$ cat src/rtl/spi_slave_rx.sv
// SPI mode-0 slave receiver: oversamples spi_clk/cs/mosi into clk, shifts in one MSB-first word per cs-low frame
// and returns tx_data on miso. Define SPI_SLAVE_LATE_CS_EN to accept a final rising edge that arrives after cs rises.
module spi_slave_rx #(
  parameter int DATA_WIDTH  = 8,
  parameter int SYNC_STAGES = 2
) (
  input  logic                  clk,
  input  logic                  reset,
  input  logic                  spi_clk,
  input  logic                  cs,
  input  logic                  mosi,
  output logic                  miso,
  input  logic [DATA_WIDTH-1:0] tx_data,
  output logic [DATA_WIDTH-1:0] rx_data,
  output logic                  rx_valid,
  output logic                  frame_err,
  output logic                  busy
);

  localparam int CNT_W   = $clog2(DATA_WIDTH + 1);
  localparam int FLUSH_W = $clog2(SYNC_STAGES + 2);
  localparam logic [CNT_W-1:0]   LAST_BIT     = CNT_W'(DATA_WIDTH - 1);
  localparam logic [FLUSH_W-1:0] FLUSH_CYCLES = FLUSH_W'(SYNC_STAGES + 1);

  typedef enum logic [1:0] {
    ST_IDLE  = 2'd0,
    ST_SHIFT = 2'd1,
    ST_DONE  = 2'd2
`ifdef SPI_SLAVE_LATE_CS_EN
    , ST_LATE = 2'd3
`endif
  } state_t;

  state_t state, next_state;

  logic [SYNC_STAGES-1:0] sclk_sync, cs_sync, mosi_sync;
  logic                   sclk_d, cs_d;
  logic [FLUSH_W-1:0]     flush_cnt;
  logic                   sclk_s, cs_s, mosi_s, sync_ok;
  logic                   sclk_rise, sclk_fall, cs_rise, cs_fall;

  logic [DATA_WIDTH-2:0]  rx_shift, tx_shift;
  logic [DATA_WIDTH-1:0]  rx_next, tx_next;
  logic [CNT_W-1:0]       bit_cnt;
  logic                   last_bit;

  logic start_frame, shift_in, shift_tx, word_done, err_set;

  // Synchronizers preset to idle pin levels so reset itself never looks like an edge.
  // NOTE: every clocked process uses non-blocking assignments so all flops update from pre-edge values.
  always_ff @(posedge clk) begin
    if (!reset) begin
      sclk_sync <= '0;
      cs_sync   <= '1;
      mosi_sync <= '1;
      sclk_d    <= 1'b0;
      cs_d      <= 1'b1;
      flush_cnt <= '0;
    end else begin
      sclk_sync <= {sclk_sync[SYNC_STAGES-2:0], spi_clk};
      cs_sync   <= {cs_sync[SYNC_STAGES-2:0], cs};
      mosi_sync <= {mosi_sync[SYNC_STAGES-2:0], mosi};
      sclk_d    <= sclk_s;
      cs_d      <= cs_s;
      if (flush_cnt != FLUSH_CYCLES) flush_cnt <= flush_cnt + 1'b1;
    end
  end

  assign sclk_s = sclk_sync[SYNC_STAGES-1];
  assign cs_s   = cs_sync[SYNC_STAGES-1];
  assign mosi_s = mosi_sync[SYNC_STAGES-1];

  // Edges are trusted only once the chain holds real pin samples; a cs already low at release is not a frame start.
  assign sync_ok   = (flush_cnt == FLUSH_CYCLES);
  assign sclk_rise = sync_ok &  sclk_s & ~sclk_d;
  assign sclk_fall = sync_ok & ~sclk_s &  sclk_d;
  assign cs_rise   = sync_ok &  cs_s   & ~cs_d;
  assign cs_fall   = sync_ok & ~cs_s   &  cs_d;

  assign last_bit = (bit_cnt == LAST_BIT);
  assign rx_next  = {rx_shift, mosi_s};
  assign tx_next  = {tx_shift, 1'b0};

  always_ff @(posedge clk) begin
    if (!reset) state <= ST_IDLE;
    else        state <= next_state;
  end

  // NOTE: each combinational block assigns defaults first so no path leaves a variable unassigned (no latches).
  always_comb begin
    next_state = state;
    case (state)
      ST_IDLE: if (cs_fall) next_state = ST_SHIFT;
      ST_SHIFT: begin
        if (sclk_rise && last_bit) begin
          next_state = cs_rise ? ST_IDLE : ST_DONE;
        end else if (cs_rise) begin
`ifdef SPI_SLAVE_LATE_CS_EN
          next_state = last_bit ? ST_LATE : ST_IDLE;
`else
          next_state = ST_IDLE;
`endif
        end
      end
      ST_DONE: if (cs_rise) next_state = ST_IDLE;
`ifdef SPI_SLAVE_LATE_CS_EN
      ST_LATE: begin
        if (sclk_rise)    next_state = ST_IDLE;
        else if (cs_fall) next_state = ST_SHIFT;
      end
`endif
      default: next_state = ST_IDLE;
    endcase
  end

  always_comb begin
    start_frame = 1'b0;
    shift_in    = 1'b0;
    shift_tx    = 1'b0;
    word_done   = 1'b0;
    err_set     = 1'b0;
    busy        = 1'b0;
    case (state)
      ST_IDLE: start_frame = cs_fall;
      ST_SHIFT: begin
        busy = 1'b1;
        // The final bit wins over a simultaneous cs rise; any earlier cs rise aborts the frame.
        if (sclk_rise && last_bit) begin
          shift_in  = 1'b1;
          word_done = 1'b1;
        end else if (cs_rise) begin
`ifdef SPI_SLAVE_LATE_CS_EN
          err_set = !last_bit;
`else
          err_set = 1'b1;
`endif
        end else begin
          shift_in = sclk_rise;
          shift_tx = sclk_fall && (bit_cnt != '0);
        end
      end
      ST_DONE: busy = 1'b1;
`ifdef SPI_SLAVE_LATE_CS_EN
      ST_LATE: begin
        busy = 1'b1;
        if (sclk_rise) begin
          word_done = 1'b1;
        end else if (cs_fall) begin
          err_set     = 1'b1;
          start_frame = 1'b1;
        end
      end
`endif
      default: busy = 1'b0;
    endcase
  end

  // tx_shift holds the bits still to send after the one currently on miso.
  always_ff @(posedge clk) begin
    if (!reset) begin
      miso      <= 1'b1;
      rx_data   <= '0;
      rx_valid  <= 1'b0;
      frame_err <= 1'b0;
      rx_shift  <= '0;
      tx_shift  <= '0;
      bit_cnt   <= '0;
    end else begin
      rx_valid  <= word_done;
      frame_err <= err_set;

      if (start_frame) begin
        tx_shift <= tx_data[DATA_WIDTH-2:0];
        bit_cnt  <= '0;
      end else begin
        if (shift_in) begin
          rx_shift <= rx_next[DATA_WIDTH-2:0];
          bit_cnt  <= bit_cnt + 1'b1;
        end
        if (shift_tx) tx_shift <= tx_next[DATA_WIDTH-2:0];
      end

      if (word_done) rx_data <= rx_next;

      if (start_frame)                 miso <= tx_data[DATA_WIDTH-1];
      else if (shift_tx)               miso <= tx_next[DATA_WIDTH-1];
      else if (next_state != ST_SHIFT) miso <= 1'b1;
    end
  end

endmodule
$ cat config.mk
export PLATFORM = sky130hd
export DESIGN_NAME = spi_slave_rx
export DESIGN_NICKNAME = d
export VERILOG_FILES = /design/src/rtl/spi_slave_rx.sv
export SDC_FILE = /design/constraint.sdc
export NUM_CORES = 1
export LEC_CHECK = 0
export CORE_MARGIN = 5
export CORE_UTILIZATION = 50
export DETAILED_ROUTE_END_ITERATION = 6
export DONT_BUFFER_PORTS = 1
export PLACE_DENSITY = 0.77
export RECOVER_POWER = 25
export SLEW_MARGIN = 20
export SYNTH_ARGS = -nofsm -noshare
export SYNTH_HDL_FRONTEND = slang
export SYNTH_SLANG_ARGS = --single-unit
$ cat constraint.sdc
create_clock -name clk -period 2.3 [get_ports clk]
set_input_delay 0.345 -clock clk [delete_from_list [all_inputs] [get_ports clk]]
set_output_delay 0.345 -clock clk [all_outputs]
set_load 0.03 [all_outputs]
==> results.cfg <==
[global_routing]
grt_remaining_overflow = 0
grt_usage_pct = 14.9
antenna_found_initial = 0
grt_pass1_vias = 1154
grt_first_pass_wirelength_um = 5150
grt_max_degree = 23

[yosys]
synth_flop_cell = dfxtp_1
ys_seq_area_share_pct = 48.0
async_reset_ff_share_pct = 0
ys_types = 35
synth_nets = 187
synth-edff-count = 0
synth.cell_area_sq_um = 1710
ys_ff_latch = 41
syn_area_per_cell_sq_um = 10.2
netlist_instances = 167
yosys_warnings = 0

[floorplanning]
rows = 21
die_h_um = 68.5
start_util_pct = 51.6
coreArea_sq_um = 3310
die_x_um = 68.5
die-area_sq_um = 4690
ioPinCount = 25

[place]
place_congestion = 0.843
hpwl_um = 2270
dpl.cell_count = 208
place_area_sq_um = 1730
portBuffers = 0

[power_and_ir_drop]
power_density_nw_per_um2 = 654
comb_power_share_pct = 4.3
p_sw_share_pct = 21.6
seqPwrFrac_pct = 62.5
internal-power_uw = 924
irDropWorstVdd_mv = 0.364
p_clk_share_pct = 33.2
p_leak_nw = 0.763
switchingPower_uw = 254

[timing]
setup_tns_ns = 0
max_freq_mhz = 504
finalSetupViolCount = 0
finalCritPeriodShare_pct = 86.3
relSlewSlack_pct = 54.9
fin_skew_ns = 0.00811
fin_crit_ns = 1.98
slew_violations = 0
worst_slew_pin_slew_ns = 0.676
rsz0062_at_grt = false
finalHoldViolCount = 0

[cts]
htree_num_levels = 2
cts.clk_slew.worst_paths_ns = 0.11
ctsResizeCount = 0
cts_setup_buffers = 0
ctsHoldBuffers = 0
clock_path_buffers = 2
numCtsBuffers = 5
tritoncts = done
clock-sinks = 41
clock_latency_ns = 0.34
clockRootBuffer = clkbuf_4

[drt]
first_pass_iters = 4
viasPerCell = 5.29
drt_iter0_drc = 49
vias = 1143
topRoutingLayerUsed = met4
dr_wl_met3_um = 216
antenna_left = 0
met2_length_um = 1440
drc_errors = 0
finalWirelength_um = 3010
wl_met1_um = 1310
wl_per_cell_um = 13.9

[critical_path]
cp_num_buf_inv = 0
end_kind = register
crit_chain = ha_1 -> nand4b_4 -> nor2_2 -> o22ai_1 -> nand4_1 -> o311a_1
cp.required_ns = 2.59
cp.arrival_ns = 2.28
startpoint_type = register
cp_slowest_stage_delay_ns = 0.53
r2r-start = flush_cnt[0]$_SDFFE_PN0P_
rr_worst_depth = 6
cp_max_fo = 9
rrSetupSlack_ns = 0.32
cp_top_family = simple AND/OR/NAND/NOR gates
crit_type = register to register
r2r_end = miso$_SDFFE_PN1P_
crit_path_top_delay_cell = nor2_2

[min_path]
min_path_cells = 1
hold_class = input pin to register
min-delay-start = reset
hold-path-endpoint = mosi_sync[1]$_SDFF_PN1_

[cells_and_area]
layout_commonest_cell = dfxtp_1
num-fill-cells = 301
final_area_sq_um = 1800
finalNetCount = 189
drive_above_1_share_pct = 9.41
final_cell_mix = 41 x dfxtp_1, 25 x nor2_1, 22 x mux2i_1
final_core_util_pct = 54.5
area_delta_synth_final_pct = 5.49
stdcell_count = 216
n_antenna_cell = 0

[job]
max-cap-violations = 0

[run_status]
status = finished clean
## registers in the layout, summed over array words and instances (netlist names)
signal and count:
rx_data 8, rx_shift 7, tx_shift 7, bit_cnt 4, cs_sync 2, flush_cnt 2, mosi_sync 2, sclk_sync 2
state 2, cs_d 1, frame_err 1, miso 1, rx_valid 1, sclk_d 1
## worst max-delay path by stage
stage                                    startpoint                       end  slack, ns  depth (start not counted)
after floorplan                 state[1]$_SDFF_PN0_  rx_shift[1]$_SDFFE_PN0P_       0.61                          8
after global placement    flush_cnt[0]$_SDFFE_PN0P_         miso$_SDFFE_PN1P_       0.44                          6
after detailed placement  flush_cnt[0]$_SDFFE_PN0P_         miso$_SDFFE_PN1P_       0.35                          6
after CTS                 flush_cnt[0]$_SDFFE_PN0P_         miso$_SDFFE_PN1P_       0.32                          6
after global routing      flush_cnt[0]$_SDFFE_PN0P_         miso$_SDFFE_PN1P_       0.22                          6
final                     flush_cnt[0]$_SDFFE_PN0P_         miso$_SDFFE_PN1P_       0.32                          6
## per-stage QoR
step | hold slack, ns | setup WS (ns) | power (mW)
2_1_floorplan | 0.386 | 0.612 | 0.798
3_3_place_gp | 0.390 | 0.438 | 0.799
3_5_place_dp | 0.396 | 0.347 | 0.803
4_1_cts | 0.0677 | 0.318 | 1.19
5_1_grt | 0.0539 | 0.216 | 1.23
6_report | 0.0762 | 0.316 | 1.18
## power groups by stage
stage	clock, mW	combinational (mW)	sequential [mW]
after floorplan	0	0.0480	0.750
after global placement	0	0.0477	0.751
after detailed placement	0	0.0509	0.753
after CTS	0.404	0.0511	0.736
after global routing	0.436	0.0569	0.739
final	0.392	0.0505	0.736
## final cells by class
class                   count  area (sq um)  share of cell area (%)
clock inverters             1          5.00                   0.278
clock buffers               7          65.1                    3.61
inverters                   6          22.5                    1.25
flip-flops and latches     41           821                    45.5
repair buffers              1          7.51                   0.416
multi-input cells         114           825                    45.7
well taps                  46          57.6                    3.19
## cell families (layout without fill, tap and decap cells)
kind of cell               count (synthesis)  after routing  synth area share, %
adders and majority gates                  7              7                 5.12
DFF                                       41             41                 48.0
xor gates and xnor gates                   4              4                 2.05
muxes                                     22             22                 12.9
and+or+nand+nor                           58             58                 19.1
AOI/OAI and AO/OA                         23             23                 9.08
buffers and inverters                     12             15                 3.73
## Yosys cell counts (2+ instances only)
cell type	count	area share [%]
nand2b_1	5	1.8
ha_1	7	5.1
o21ai_0	7	2.0
mux2i_1	22	13
nor2b_1	2	0.73
nand2_1	6	1.3
clkbuf_1	4	0.88
nor3_1	4	1.2
dfxtp_1	41	48
nand3b_1	2	0.88
a21oi_1	9	2.6
nand4_1	2	0.73
xor2_1	3	1.5
and2_1	3	1.1
inv_1	6	1.3
nor2_1	25	5.5
## layer usage
layer / up-vias / global-route usage (%)
met5: - / 0
met3: 8 / 5.91
met2: 26 / 25.4
li1: 579 / -
met1: 530 / 16.4
met4: 0 / 5.96
(Power assumes the default switching activity.)
